## config.mk

```make
export PLATFORM = sky130hd
export DESIGN_NAME = spi_flash_req_bridge
export DESIGN_NICKNAME = d
export VERILOG_FILES = /design/src/rtl/spi_flash_req_bridge.sv
export SDC_FILE = /design/constraint.sdc
export NUM_CORES = 1
export LEC_CHECK = 0
export BUFFER_PORTS_ARGS = -buffer_cell sky130_fd_sc_hd__buf_2
export CAP_MARGIN = 40
export CORE_MARGIN = 2
export CORE_UTILIZATION = 40
export CTS_BUF_LIST = sky130_fd_sc_hd__clkbuf_16
export DETAILED_ROUTE_END_ITERATION = 10
export PLACE_DENSITY = 0.62
export SYNTH_ARGS = -nofsm -noshare
export SYNTH_HDL_FRONTEND = slang
export SYNTH_SLANG_ARGS = --single-unit
```

## constraint.sdc

```tcl
create_clock -name clk -period 7.19 [get_ports clk]
set_input_delay 1.438 -clock clk [delete_from_list [all_inputs] [get_ports clk]]
set_output_delay 1.438 -clock clk [all_outputs]
set_load 0.01 [all_outputs]
```

## src/rtl/spi_flash_req_bridge.sv

```systemverilog
// rtl/spi_flash_req_bridge.sv - CPU request FIFO and one-at-a-time issue bridge to the SPI flash controller
// Optional WAIT watchdog: define SPI_FLASH_BRIDGE_TIMEOUT_EN.
module spi_flash_req_bridge #(
    parameter int REQ_DEPTH      = 4,
    parameter int TIMEOUT_CYCLES = 65535
) (
    input  logic        clk,
    input  logic        reset,
    input  logic        req_valid,
    output logic        req_ready,
    input  logic        req_write,
    input  logic [3:0]  req_quad,
    input  logic [23:0] req_addr,
    input  logic [31:0] req_wdata,
    output logic        resp_valid,
    input  logic        resp_ready,
    output logic [31:0] resp_rdata,
    output logic        resp_write,
    output logic        resp_err,
    output logic        flash_en,
    output logic        flash_write,
    output logic [3:0]  flash_quad_io,
    output logic [23:0] flash_addr,
    output logic [31:0] flash_data_in,
    input  logic [31:0] flash_data_out,
    input  logic        flash_ready,
    output logic [2:0]  pending
);
    localparam int PTR_W   = $clog2(REQ_DEPTH);
    localparam int CNT_W   = PTR_W + 1;
    localparam int ENTRY_W = 61;

    // Unsupported parameter values leave this marker block in the hierarchy.
    if (REQ_DEPTH < 2 || (REQ_DEPTH & (REQ_DEPTH - 1)) != 0 ||
        TIMEOUT_CYCLES < 1 || TIMEOUT_CYCLES > 65535) begin : g_unsupported_params
    end

    typedef enum logic [2:0] {
        ST_IDLE,
        ST_ISSUE,
        ST_ARM,
        ST_WAIT,
        ST_RESP
    } state_t;

    state_t             state;
    logic [ENTRY_W-1:0] fifo_mem [REQ_DEPTH];
    logic [PTR_W-1:0]   wr_ptr;
    logic [PTR_W-1:0]   rd_ptr;
    logic [CNT_W-1:0]   count;
    logic               full;
    logic               empty;
    logic               push;
    logic               pop;
    logic [ENTRY_W-1:0] head;

    assign full      = (count == CNT_W'(REQ_DEPTH));
    assign empty     = (count == '0);
    assign req_ready = reset && !full;
    assign push      = req_valid && req_ready;
    // A new command is only started once the previous response has been taken.
    assign pop       = (state == ST_IDLE) && !empty && flash_ready && !resp_valid;
    assign head      = fifo_mem[rd_ptr];

    always_comb begin
        if (32'(count) > 32'd7) begin
            pending = 3'd7;
        end else begin
            pending = 3'(count);
        end
    end

    always_ff @(posedge clk) begin
        if (push) begin
            fifo_mem[wr_ptr] <= {req_write, req_quad, req_addr, req_wdata};
        end
    end

    always_ff @(posedge clk) begin
        if (!reset) begin
            wr_ptr <= '0;
            rd_ptr <= '0;
            count  <= '0;
        end else begin
            if (push) begin
                wr_ptr <= wr_ptr + 1'b1;
            end
            if (pop) begin
                rd_ptr <= rd_ptr + 1'b1;
            end
            case ({push, pop})
                2'b10:   count <= count + 1'b1;
                2'b01:   count <= count - 1'b1;
                default: count <= count;
            endcase
        end
    end

`ifdef SPI_FLASH_BRIDGE_TIMEOUT_EN
    localparam logic [15:0] TIMEOUT_LIMIT = 16'(TIMEOUT_CYCLES - 1);
    logic [15:0] wait_cnt;
    logic        resp_err_q;
    assign resp_err = resp_err_q;
`else
    assign resp_err = 1'b0;
`endif

    always_ff @(posedge clk) begin
        if (!reset) begin
            state         <= ST_IDLE;
            flash_en      <= 1'b0;
            flash_write   <= 1'b0;
            flash_quad_io <= '0;
            flash_addr    <= '0;
            flash_data_in <= '0;
            resp_valid    <= 1'b0;
            resp_rdata    <= '0;
            resp_write    <= 1'b0;
`ifdef SPI_FLASH_BRIDGE_TIMEOUT_EN
            wait_cnt      <= '0;
            resp_err_q    <= 1'b0;
`endif
        end else begin
            case (state)
                ST_IDLE: begin
                    if (pop) begin
                        {flash_write, flash_quad_io, flash_addr, flash_data_in} <= head;
                        flash_en <= 1'b1;
                        state    <= ST_ISSUE;
                    end
                end
                ST_ISSUE: begin
                    flash_en <= 1'b0;
                    state    <= ST_ARM;
                end
                // The controller still shows the stale ready here; skip one cycle.
                ST_ARM: begin
`ifdef SPI_FLASH_BRIDGE_TIMEOUT_EN
                    wait_cnt <= '0;
`endif
                    state <= ST_WAIT;
                end
                ST_WAIT: begin
                    if (flash_ready) begin
                        resp_valid <= 1'b1;
                        resp_rdata <= flash_write ? 32'd0 : flash_data_out;
                        resp_write <= flash_write;
`ifdef SPI_FLASH_BRIDGE_TIMEOUT_EN
                        resp_err_q <= 1'b0;
`endif
                        state      <= ST_RESP;
                    end
`ifdef SPI_FLASH_BRIDGE_TIMEOUT_EN
                    else if (wait_cnt == TIMEOUT_LIMIT) begin
                        resp_valid <= 1'b1;
                        resp_rdata <= 32'd0;
                        resp_write <= flash_write;
                        resp_err_q <= 1'b1;
                        state      <= ST_RESP;
                    end else begin
                        wait_cnt <= wait_cnt + 1'b1;
                    end
`endif
                end
                ST_RESP: begin
                    if (resp_ready) begin
                        resp_valid <= 1'b0;
`ifdef SPI_FLASH_BRIDGE_TIMEOUT_EN
                        resp_err_q <= 1'b0;
`endif
                        state      <= ST_IDLE;
                    end
                end
                default: begin
                    flash_en <= 1'b0;
                    state    <= ST_IDLE;
                end
            endcase
        end
    end
endmodule
```

[Word-level counts from Yosys, hierarchy flattened]
Memory sizes are Yosys's and may differ from the RTL's. A register that Yosys moved wholly into a read port is not among the register bits.
Cells that the tools add are included.
Operators by class
  $add $sub $neg: 4
  equality and inequality tests: 10
  multiplexer cells: 13
  bitwise logic cells: 1
  reduce and logical (&&, ||, !) cells: 19
Operators with widths (count)
  32-bit two-way mux: 1
  3-bit case mux with 5 select lines: 1
  3-bit two-way mux: 3
  3-bit by 2-bit equality test with 1-bit output, second input constant: 2
  3-bit equality test, second input constant: 2
  3-bit logical NOT: 2
  2-bit inequality test, second input constant: 3
  3-bit case mux with 2 select lines: 1
  2-bit AND reduction: 3
  3-bit AND reduction: 2
  1-bit logical AND: 5
  1-bit two-way mux: 5
  2-bit by 1-bit adder with 2-bit output, second input constant: 2
  1-bit logical NOT: 4
  1-bit case mux with 2 select lines: 2
  2-bit nonzero test: 2
  3-bit by 1-bit adder with 3-bit output, second input constant: 1
  3-bit by 1-bit equality test with 1-bit output, second input constant: 1
  3-bit OR reduction: 1
  3-bit by 1-bit subtractor with 3-bit output, second input constant: 1
  2-bit by 1-bit equality test with 1-bit output, second input constant: 1
  2-bit equality test, second input constant: 1
  1-bit NOT: 1
Word-level totals
  bits in registers: 45
  bits in writable memories: 244
  memories: 1
Memory list
  fifo_mem: depth 4, bits a word 61, rd ports 1, clocked after Yosys merged registers in 1, write ports 1, line 47  | logic [ENTRY_W-1:0] fifo_mem [REQ_DEPTH];

[Depth between registers and ports, before layout]
Gate-level depths: netlist of run 1.
  depth after elaboration: 7
  mapped depth: 11

[Worst setup path before layout of run 1]
No wires, ideal clock.
  path kind: input to register
  start: in reset
  end: mem fifo_mem[0][0] (enable)
  arrival time: 3789 ps
  data required time: 6765 ps
  setup slack: 2976 ps
  stages on the path: 4
  buffers on the path: 1
  cell sequence: buf_2 clkinv_1 a211oi_1 and2_1
Between the ends
  word-level cells in the longest chain between the ends: 4
RTL lines
  start, declared: line 8  | input logic reset,
  1-bit logical AND: line 59  | assign req_ready = reset && !full;
  1-bit logical AND: line 60  | assign push = req_valid && req_ready;
  1-bit two-way mux: line 74  | if (push) begin
  1-bit two-way mux (not written as such): line 75  | fifo_mem[wr_ptr] <= {req_write, req_quad, req_addr, req_wdata};
  end, declared: line 47
No other way between the ends.

[Worst setup path in the final report of run 1]
  start: in reset
  end: out req_ready
Between the ends
  word-level cells in the longest chain between the ends: 1
RTL lines
  1-bit logical AND: line 59
  end, declared: line 10  | output logic req_ready,
No other way between the ends.

==> results of run 1 <==
==> worst paths after layout <==
path / start / endpoint / slack [ps]
min: resp_rdata[26] / resp_rdata[26] / 450
max: reset / req_ready / 2760
max reg2reg: state[2] / pending[2] / 4370
min reg2reg: resp_rdata[26] / resp_rdata[26] / 450
==> worst max-delay path: cells and delay by family <==
kind,cells,cell delay [ps]
buf+inv,5,1350
compound gates,1,170
==> state kept, by name, summed over array words and instances (netlist names), 3 cells and up <==
| signal | count |
|---|---|
| flash_quad_io | 4 |
| fifo_mem | 244 |
| flash_data_in | 32 |
| state | 3 |
| pending | 3 |
| flash_addr | 24 |
| resp_rdata | 32 |
==> cells in the mapped netlist, drive strengths merged <==
master,n,share of area
and3,1,0.00047
dfxtp,106,0.16
a21oi,41,0.016
nor2,5,0.0014
a21o,61,0.035
o21ai,3,0.0011
clkbuf,45,0.013
ha,5,0.0047
a211oi,2,0.0011
nand2,98,0.028
nand3,2,0.00076
mux2i,3,0.0023
nand3b,32,0.018
nand2b,4,0.0019
and4b,1,0.00076
a31oi,61,0.029
nor4,2,0.0021
nor2b,2,0.00095
mux4,61,0.10
o31ai,2,0.0011
conb,1,0.00028
edfxtp,244,0.55
and2,4,0.0019
nor3,3,0.0015
xor2,2,0.0013
fa,1,0.0015
nand4,1,0.00047
clkinv,1,0.00028
or3,3,0.0018
buf,20,0.011
nand4b,1,0.00066
inv,11,0.0031
==> routing by layer <==
layer | vias up | GRT usage | routed length, um
met5 | - | 0 | 71
met4 | 12 | 0.0482 | 550
met3 | 53 | 0.0468 | 2420
met2 | 264 | 0.287 | 14600
met1 | 3898 | 0.219 | 12500
li1 | 3569 | - | -
==> power by group <==
| group | total, W | switching (W) | internal [W] |
|---|---|---|---|
| Combinational | 0.00103 | 0.000600 | 0.000425 |
| Clock | 0.00183 | 0.000757 | 0.00107 |
| Sequential | 0.00248 | 0.000140 | 0.00234 |
==> per-stage QoR <==
step | utilization | instance area (um2)
final | 0.488 | 15900
after global routing | 0.488 | 15900
after detailed placement | 0.451 | 14700
after global placement | 0.447 | 14500
after CTS | 0.488 | 15900
after floorplan | - | 13200
==> area by class of cell <==
cell class / count / area [um2]
diodes: 3 / 7.51
clock buffers: 38 / 951
clock inverters: 32 / 233
fillers: 2814 / 16700
inverters: 12 / 45.0
multi-input cells: 402 / 3420
flip-flops and latches: 350 / 9460
well taps: 442 / 553
repair buffers: 213 / 1210
==> logic make-up after synthesis <==
group / Yosys count / share of synthesized area
other: 1 / 0.000284
AND/OR/NAND/NOR: 159 / 0.0607
adder cells (fa/ha/maj): 6 / 0.00625
multiplexers: 64 / 0.106
XOR/XNOR: 2 / 0.00133
buffers and inverters: 77 / 0.0272
AO/OA/AOI/OAI: 170 / 0.0825
flip-flops: 350 / 0.715
==> impl_metrics.py, run 1 <==
metrics = {
    "critical_path": {
        "r2r_cells": 10,
        "path_cells": "buf_2, buf_4, clkinv_1, buf_4, a21oi_1, buf_2",
        "start_kind": "input port",
        "cp_slowest_cell": "buf_4",
        "critPathCaptureType": "output port",
        "crit_fanout": 68,
        "path_class": "input port to output port",
        "slowest_delay_ps": 650,
        "cp.arrival_ps": 2990,
        "worst_ep_required_time_ps": 5750,
    },
    "drt": {
        "drc": 0,
        "ant_nets": 0,
        "drt_first_pass_iters": 5,
        "routed_wl_mm": 30.2,
        "drtIter0Drc": 388,
        "wl_per_cell_um": 20.2,
        "via_count": 7796,
        "viasPerCell": 5.23,
    },
    "grt": {
        "grt_pass1_vias": 7686,
        "grt_pass1_wl_mm": 44.6,
        "antenna_found_initial": 10,
        "groute.usage.overall": 0.171,
        "grt_overflow_total": 0,
        "grt_max_degree": 69,
    },
    "sta": {
        "hold_ws_ps": 447,
        "period_minus_slack_ps": 4430,
        "hold_violations": 0,
        "skew_ps": 19.2,
        "timing.final.setup_violations": 0,
        "max_freq_mhz": 226,
        "fin_ws_ps": 2760,
        "drv_slew": 0,
        "period_share": 0.616,
        "worst_pin_slew_ps": 904,
        "finalSetupTns_ps": 0,
        "rsz0062_at_grt": "no",
        "slew_headroom": 0.398,
    },
    "logic_synthesis": {
        "netlist_area_mm2": 0.0132,
        "avgSynthCellArea_um2": 15.9,
        "seq_area_frac_synth": 0.715,
        "ys_types": 38,
        "syn_nets": 933,
        "synth_seq_cells": 350,
        "synthCells": 829,
        "ys_warn_count": 0,
    },
    "power": {
        "leakagePower_nw": 6.17,
        "total_power_w": 0.00534,
        "p_per_area_mw_per_mm2": 336,
        "vdd_drop_max_uv": 218,
    },
    "clock_network": {
        "post_cts_buffers": 0,
        "hold_buffers": 0,
        "cts_sinks": 350,
        "tritoncts": "built",
        "clockRootBuffer": "clkbuf_16",
        "cts_buffers": 38,
        "clock_path_buffers": 3,
        "clock_latency_ps": 520,
        "h-tree-depth": 2,
        "cts-resized-gates": 0,
        "clk_pin_slew_worst_paths_ps": 50,
    },
    "floorplan": {
        "coreArea_mm2": 0.0325,
        "ios": 199,
        "die_area_mm2": 0.0345,
        "fp.dieW_um": 186,
        "die_height_um": 186,
        "start_util": 0.406,
        "rows": 66,
    },
    "place": {
        "gp_congestion": 0.707,
        "io_buffers": 197,
        "dp_slack_ps": 2760,
        "dp_cells": 1419,
        "hpwl_mm": 17.3,
    },
    "flow_run": {
        "maxCapViolCount": 0,
    },
    "cells_and_area": {
        "final_common_cell": "edfxtp_1",
        "drive_gt1_frac": 0.320,
        "syn2layout_area_growth_pct": 20.2,
        "final_cell_mix": "edfxtp_1, buf_2, dfxtp_1",
        "finalNonFillerCells": 1492,
        "num-nets-final": 1121,
    },
    "hold_path": {
        "hold-path-cell-count": 2,
        "hold_class": "flip-flop to flip-flop",
    },
    "status": {
        "outcome": "finished, final reports clean",
    },
}
(Power assumes the default switching activity.)
==> run 2, diff against run 1 <==
--- a/config.mk
+++ b/config.mk
@@ -5,13 +5,14 @@
 export SDC_FILE = /design/constraint.sdc
 export NUM_CORES = 1
 export LEC_CHECK = 0
+export ABC_AREA = 1
 export BUFFER_PORTS_ARGS = -buffer_cell sky130_fd_sc_hd__buf_2
 export CAP_MARGIN = 40
 export CORE_MARGIN = 2
 export CORE_UTILIZATION = 40
 export CTS_BUF_LIST = sky130_fd_sc_hd__clkbuf_16
 export DETAILED_ROUTE_END_ITERATION = 10
-export PLACE_DENSITY = 0.62
+export PLACE_DENSITY = 0.63
 export SYNTH_ARGS = -nofsm -noshare
 export SYNTH_HDL_FRONTEND = slang
 export SYNTH_SLANG_ARGS = --single-unit
==> constraint.sdc (replaced) <==
create_clock -name clk -period 4.35 [get_ports clk]
set_input_delay 0.87 -clock clk [delete_from_list [all_inputs] [get_ports clk]]
set_output_delay 0.87 -clock clk [all_outputs]
set_load 0.01 [all_outputs]
==> run 2 against run 1 <==
Non-clock buffer count is 3 higher. Utilization down 0.47 points. Die area decreased by 1.2%.
==> impl_metrics.py, run 2 <==
metrics = {
    "grt": {
        "grt_pass1_vias": 8487,
        "grt_pass1_wl_mm": 45.5,
        "antenna_found_initial": 6,
        "grt_overflow_total": 0,
        "grt_max_degree": 76,
        "groute.usage.overall": 0.170,
    },
    "drt": {
        "ant_nets": 0,
        "routed_wl_mm": 28.9,
        "via_count": 8821,
        "drtIter0Drc": 461,
        "drc": 0,
        "viasPerCell": 4.88,
        "wl_per_cell_um": 16.0,
        "drt_first_pass_iters": 5,
    },
    "logic_synthesis": {
        "netlist_area_mm2": 0.0130,
        "seq_area_frac_synth": 0.724,
        "synthCells": 1151,
        "postSynth.asyncResetShare": 0,
        "synth_largest_area_cell": "edfxtp_1",
        "syn_nets": 1255,
        "ys_top_cells_by_count": "nor2_1, edfxtp_1, o21ai_0",
        "ys_warn_count": 0,
        "ys_top_cells_by_area": "edfxtp_1, dfxtp_1, nor2_1, o21ai_0, o21ai_1",
        "synth_seq_cells": 350,
        "avgSynthCellArea_um2": 11.3,
        "synth_top_area_share": 0.562,
        "dominantRegCellSynth": "edfxtp_1",
        "synth_edf_count": 244,
        "ys_types": 27,
        "synth.most_common_cell": "nor2_1",
    },
    "sta": {
        "rsz0062_at_grt": "no",
        "worst_pin_slew_ps": 769,
        "timing.final.setup_violations": 0,
        "finalSetupTns_ps": 0,
        "period_minus_slack_ps": 2850,
        "period_share": 0.656,
        "fin_ws_ps": 1500,
        "skew_ps": 19.0,
        "max_freq_mhz": 350,
        "drv_slew": 0,
        "hold_violations": 0,
        "slew_headroom": 0.487,
    },
    "clock_network": {
        "clock_latency_ps": 530,
        "clk_pin_slew_worst_paths_ps": 60,
        "hold_buffers": 0,
        "h-tree-depth": 2,
        "clockRootBuffer": "clkbuf_16",
        "cts_sinks": 350,
        "post_cts_buffers": 0,
        "cts_buffers": 37,
        "clock_path_buffers": 3,
        "cts-resized-gates": 0,
        "tritoncts": "built",
    },
    "cells_and_area": {
        "final_common_cell": "nor2_1",
        "drive_gt1_frac": 0.203,
        "regArea_mm2": 0.00946,
        "syn2layout_area_growth_pct": 19.6,
        "largest_register_ffs": 244,
        "multi_input_area_mm2": 0.00317,
        "num-nets-final": 1438,
        "finalNonFillerCells": 1807,
        "largestRegisters": "fifo_mem: 244 flops, flash_data_in: 32 flops, resp_rdata: 32 flops",
        "nFillCells": 2889,
        "final_cell_mix": "nor2_1, edfxtp_1, buf_2",
        "top_register": "fifo_mem",
    },
    "critical_path": {
        "start_kind": "input port",
        "critPathCaptureType": "output port",
        "path_class": "input port to output port",
        "crit_fanout": 69,
        "cp.arrival_ps": 1980,
        "worst_ep_required_time_ps": 3480,
    },
    "floorplan": {
        "fp.dieW_um": 185,
        "die_height_um": 185,
        "rows": 66,
        "start_util": 0.404,
        "die_area_mm2": 0.0341,
        "coreArea_mm2": 0.0323,
        "ios": 199,
    },
    "place": {
        "dp_slack_ps": 1480,
        "hpwl_mm": 17.4,
        "dp_cells": 1737,
        "io_buffers": 197,
        "gp_congestion": 0.724,
    },
    "flow_run": {
        "maxCapViolCount": 0,
    },
    "power": {
        "power.internal_w": 0.00622,
        "p_seq_frac": 0.462,
        "total_power_w": 0.00891,
        "vdd_drop_max_uv": 326,
        "switching_share": 0.302,
        "clkPwrFrac": 0.323,
        "leakagePower_nw": 5.93,
        "p_comb_frac": 0.216,
        "p_sw_w": 0.00269,
        "p_per_area_mw_per_mm2": 571,
    },
    "status": {
        "outcome": "finished, final reports clean",
    },
    "hold_path": {
        "hold_class": "flip-flop to flip-flop",
    },
}
-- run 2: changes by cell type in the layout (fill, tap and decap cells not counted), moves of 24 or more --
cell / change
mux4_2: -61
o21ai_1: +72
nor2_1: +308
a31oi_1: -60
o21ai_0: +176
a21o_1: -61
nand3b_1: -32
nand2_1: -24
-- run 2: through the flow --
| stage | cell area, um2 | hold WS [ps] | util |
|---|---|---|---|
| after floorplan | 13000 | 478 | - |
| after CTS | 15600 | 461 | 0.483 |
| after detailed placement | 14500 | 452 | 0.448 |
| after global placement | 14400 | 446 | 0.446 |
| final | 15600 | 460 | 0.483 |
| after global routing | 15600 | 473 | 0.483 |
-- run 2: path summary, 6_finish.rpt --
kind | startpoint | cells past startpoint | slack, ps | endpoint
max | reset | 5 | 1500 | req_ready
min reg2reg | resp_rdata[10] | 2 | 460 | resp_rdata[10]
max reg2reg | pending[0] | 5 | 1890 | fifo_mem[2][5]
min | resp_rdata[10] | 2 | 460 | resp_rdata[10]
-- run 2: power by group through the flow --
stage	combinational (W)	sequential (W)	clock, W
2_1_floorplan	0.00119	0.00426	0
3_3_place_gp	0.00186	0.00419	0
3_5_place_dp	0.00196	0.00418	0
4_1_cts	0.00197	0.00412	0.00296
5_1_grt	0.00221	0.00416	0.00309
6_report	0.00192	0.00411	0.00288
-- run 2: cells by family (layout without fill, tap and decap cells) --
family          count (synthesis)  count (layout)  synth area share
xor+xnor                        1               1          0.000672
flops                         350             350             0.724
fa+ha+maj                       6               6           0.00633
simple gates                  403             403             0.119
compound gates                296             296             0.114
other cells                     1               4          0.000287
buf+inv                        94             305            0.0351
-- run 2: cell type report --
| cell class | instances | share of cell area |
|---|---|---|
| antenna | 3 | 0.000481 |
| clock buffer | 38 | 0.0609 |
| clock inverter | 29 | 0.0110 |
| inverter | 22 | 0.00545 |
| multi-input combinational | 707 | 0.203 |
| sequential | 350 | 0.606 |
| tap | 442 | 0.0354 |
| timing repair buffer | 216 | 0.0778 |
-- run 2: metal layers --
metal / wire length [um] / vias up / GRT usage
li1: - / 4338 / -
met1: 12400 / 4179 / 0.211
met2: 13800 / 245 / 0.294
met3: 2050 / 53 / 0.0423
met4: 620 / 6 / 0.0480
met5: 35 / - / 0
-- run 2: critical path, cell delays in order --
cell	delay (ps)
buf_2	90
buf_4	550
inv_1	130
a31oi_1	170
buf_2	160
==> run 3, diff against run 2 <==
--- a/config.mk
+++ b/config.mk
@@ -12,7 +12,7 @@
 export CORE_UTILIZATION = 40
 export CTS_BUF_LIST = sky130_fd_sc_hd__clkbuf_16
 export DETAILED_ROUTE_END_ITERATION = 10
-export PLACE_DENSITY = 0.63
+export PLACE_DENSITY = 0.65
 export SYNTH_ARGS = -nofsm -noshare
 export SYNTH_HDL_FRONTEND = slang
 export SYNTH_SLANG_ARGS = --single-unit
==> constraint.sdc (replaced) <==
create_clock -name clk -period 2.38 [get_ports clk]
set_input_delay 0.476 -clock clk [delete_from_list [all_inputs] [get_ports clk]]
set_output_delay 0.476 -clock clk [all_outputs]
set_load 0.01 [all_outputs]
==> run 3 against run 2 <==
Clock skew fell by 5.4 ps. First-iteration DRC count is 6.9% higher. Die area unchanged. Worst hold slack worse by 290 ps. Clock-buffer cell count up 1. Setup slack lost 1000 ps. Final area is 0.24% higher. Critical endpoint is now pending[2]. Highest routed layer unchanged.
==> impl_metrics.py, run 3 (synthesis results as in run 2) <==
metrics = {
    "status": {
        "outcome": "finished, final reports clean",
    },
    "sta": {
        "slew_headroom": 0.447,
        "skew_ps": 13.6,
        "period_share": 0.800,
        "period_minus_slack_ps": 1900,
        "finalSetupTns_ps": 0,
        "drv_slew": 0,
        "rsz0062_at_grt": "no",
        "fin_ws_ps": 476,
        "worst_pin_slew_ps": 830,
        "hold_violations": 0,
        "timing.final.setup_violations": 0,
        "max_freq_mhz": 525,
    },
    "flow_run": {
        "maxCapViolCount": 0,
    },
    "cells_and_area": {
        "syn2layout_area_growth_pct": 19.9,
        "drive_gt1_frac": 0.207,
        "top_register": "fifo_mem",
        "largest_register_ffs": 244,
        "final_cell_mix": "nor2_1, edfxtp_1, buf_2",
        "final_common_cell": "nor2_1",
        "num-nets-final": 1441,
        "largestRegisters": "fifo_mem: 244 flops, flash_data_in: 32 flops, resp_rdata: 32 flops",
        "nFillCells": 2891,
        "final_area_mm2": 0.0156,
        "finalNonFillerCells": 1809,
    },
    "critical_path": {
        "timing.rr.end": "pending[2]",
        "cp.arrival_ps": 2340,
        "critPathCaptureType": "flip-flop",
        "worst_ep_required_time_ps": 2820,
        "start_kind": "flip-flop",
        "crit_fanout": 4,
        "r2r-start": "state[0]",
        "path_class": "flip-flop to flip-flop",
        "r2r_cells": 13,
        "reg2reg_slack_ps": 480,
    },
    "place": {
        "dp_cells": 1739,
        "gp_congestion": 0.730,
        "hpwl_mm": 16.5,
        "postPlaceCellArea_mm2": 0.0145,
        "io_buffers": 197,
        "dp_slack_ps": 347,
    },
    "floorplan": {
        "rows": 66,
        "fp.dieW_um": 185,
        "coreArea_mm2": 0.0323,
        "die_area_mm2": 0.0341,
        "start_util": 0.404,
        "die_height_um": 185,
        "ios": 199,
    },
    "clock_network": {
        "tritoncts": "built",
        "clock_path_buffers": 3,
        "cts_sinks": 350,
        "cts_buffers": 38,
        "cts-resized-gates": 0,
        "hold_buffers": 0,
        "clock_latency_ps": 510,
        "post_cts_buffers": 0,
        "h-tree-depth": 2,
        "clk_pin_slew_worst_paths_ps": 60,
        "clockRootBuffer": "clkbuf_16",
    },
    "power": {
        "leakagePower_nw": 5.95,
        "p_per_area_mw_per_mm2": 1040,
        "vdd_drop_max_uv": 713,
    },
    "drt": {
        "drtIter0Drc": 493,
        "drc": 0,
        "viasPerCell": 4.82,
        "via_count": 8717,
        "drt_first_pass_iters": 7,
        "wl_per_cell_um": 15.9,
        "ant_nets": 0,
        "routed_wl_mm": 28.7,
    },
    "hold_path": {
        "hold-path-cell-count": 1,
        "hold_path_startpoint": "req_wdata[15]",
        "hold_class": "input port to flip-flop",
        "holdPathEnd": "fifo_mem[1][15]",
    },
    "grt": {
        "grt_max_degree": 69,
        "groute.usage.overall": 0.167,
        "grt_overflow_total": 0,
        "antenna_found_initial": 7,
        "grt_pass1_wl_mm": 44.4,
        "grt_pass1_vias": 8304,
    },
}
[run 3: worst max-delay path by stage]
stage / startpoint / end / slack (ps) / depth (start not counted)
6_report: state[0] / pending[2] / 480 / 13
5_1_grt: pending[0] / pending[2] / 210 / 12
4_1_cts: state[0] / pending[2] / 480 / 13
3_5_place_dp: flash_ready / pending[2] / 350 / 13
3_3_place_gp: flash_ready / pending[2] / 300 / 13
2_1_floorplan: pending[0] / fifo_mem[0][0] / -520 / 4
[run 3: layout make-up]
| type | count | area, um2 | share of cell area |
|---|---|---|---|
| antenna | 2 | 5.00 | 0.000320 |
| clock buffer | 39 | 976 | 0.0624 |
| clock inverter | 29 | 156 | 0.0100 |
| inverter | 22 | 85.1 | 0.00544 |
| multi-input combinational | 707 | 3170 | 0.203 |
| sequential | 350 | 9460 | 0.604 |
| tap | 442 | 553 | 0.0354 |
| timing repair buffer | 218 | 1240 | 0.0795 |
[run 3: power breakdown]
group	internal, W	switching, W	leakage [nW]	total [W]
registers	0.00717	0.000403	3.08	0.00758
clock network	0.00307	0.00222	0.592	0.00529
logic	0.00119	0.00228	2.28	0.00347
[run 3: critical path: stages (launching register included)]
cell and delay (ps):
dfxtp_1 330, nor2_2 170, nand2_1 80, inv_2 80, nand3_4 60, inv_2 60, ha_1 140, inv_1 70
fa_1 370, a21oi_1 150, o21ai_0 110, nand2_1 80, nand2_1 40, nor2_1 100
[run 3: per-layer routing]
metal,vias up,GRT usage,share of wire
li1,4335,-,-
met2,213,0.290,0.48
met4,10,0.0429,0.018
met3,51,0.0425,0.063
met1,4108,0.208,0.44
met5,-,0,0.0023
[run 3: metrics by stage]
step	utilization	power, W	hold slack [ps]
6_report	0.485	0.0163	174
5_1_grt	0.484	0.0173	163
4_1_cts	0.484	0.0166	145
3_5_place_dp	0.449	0.0112	452
3_3_place_gp	0.449	0.0112	448
2_1_floorplan	-	0.00996	478
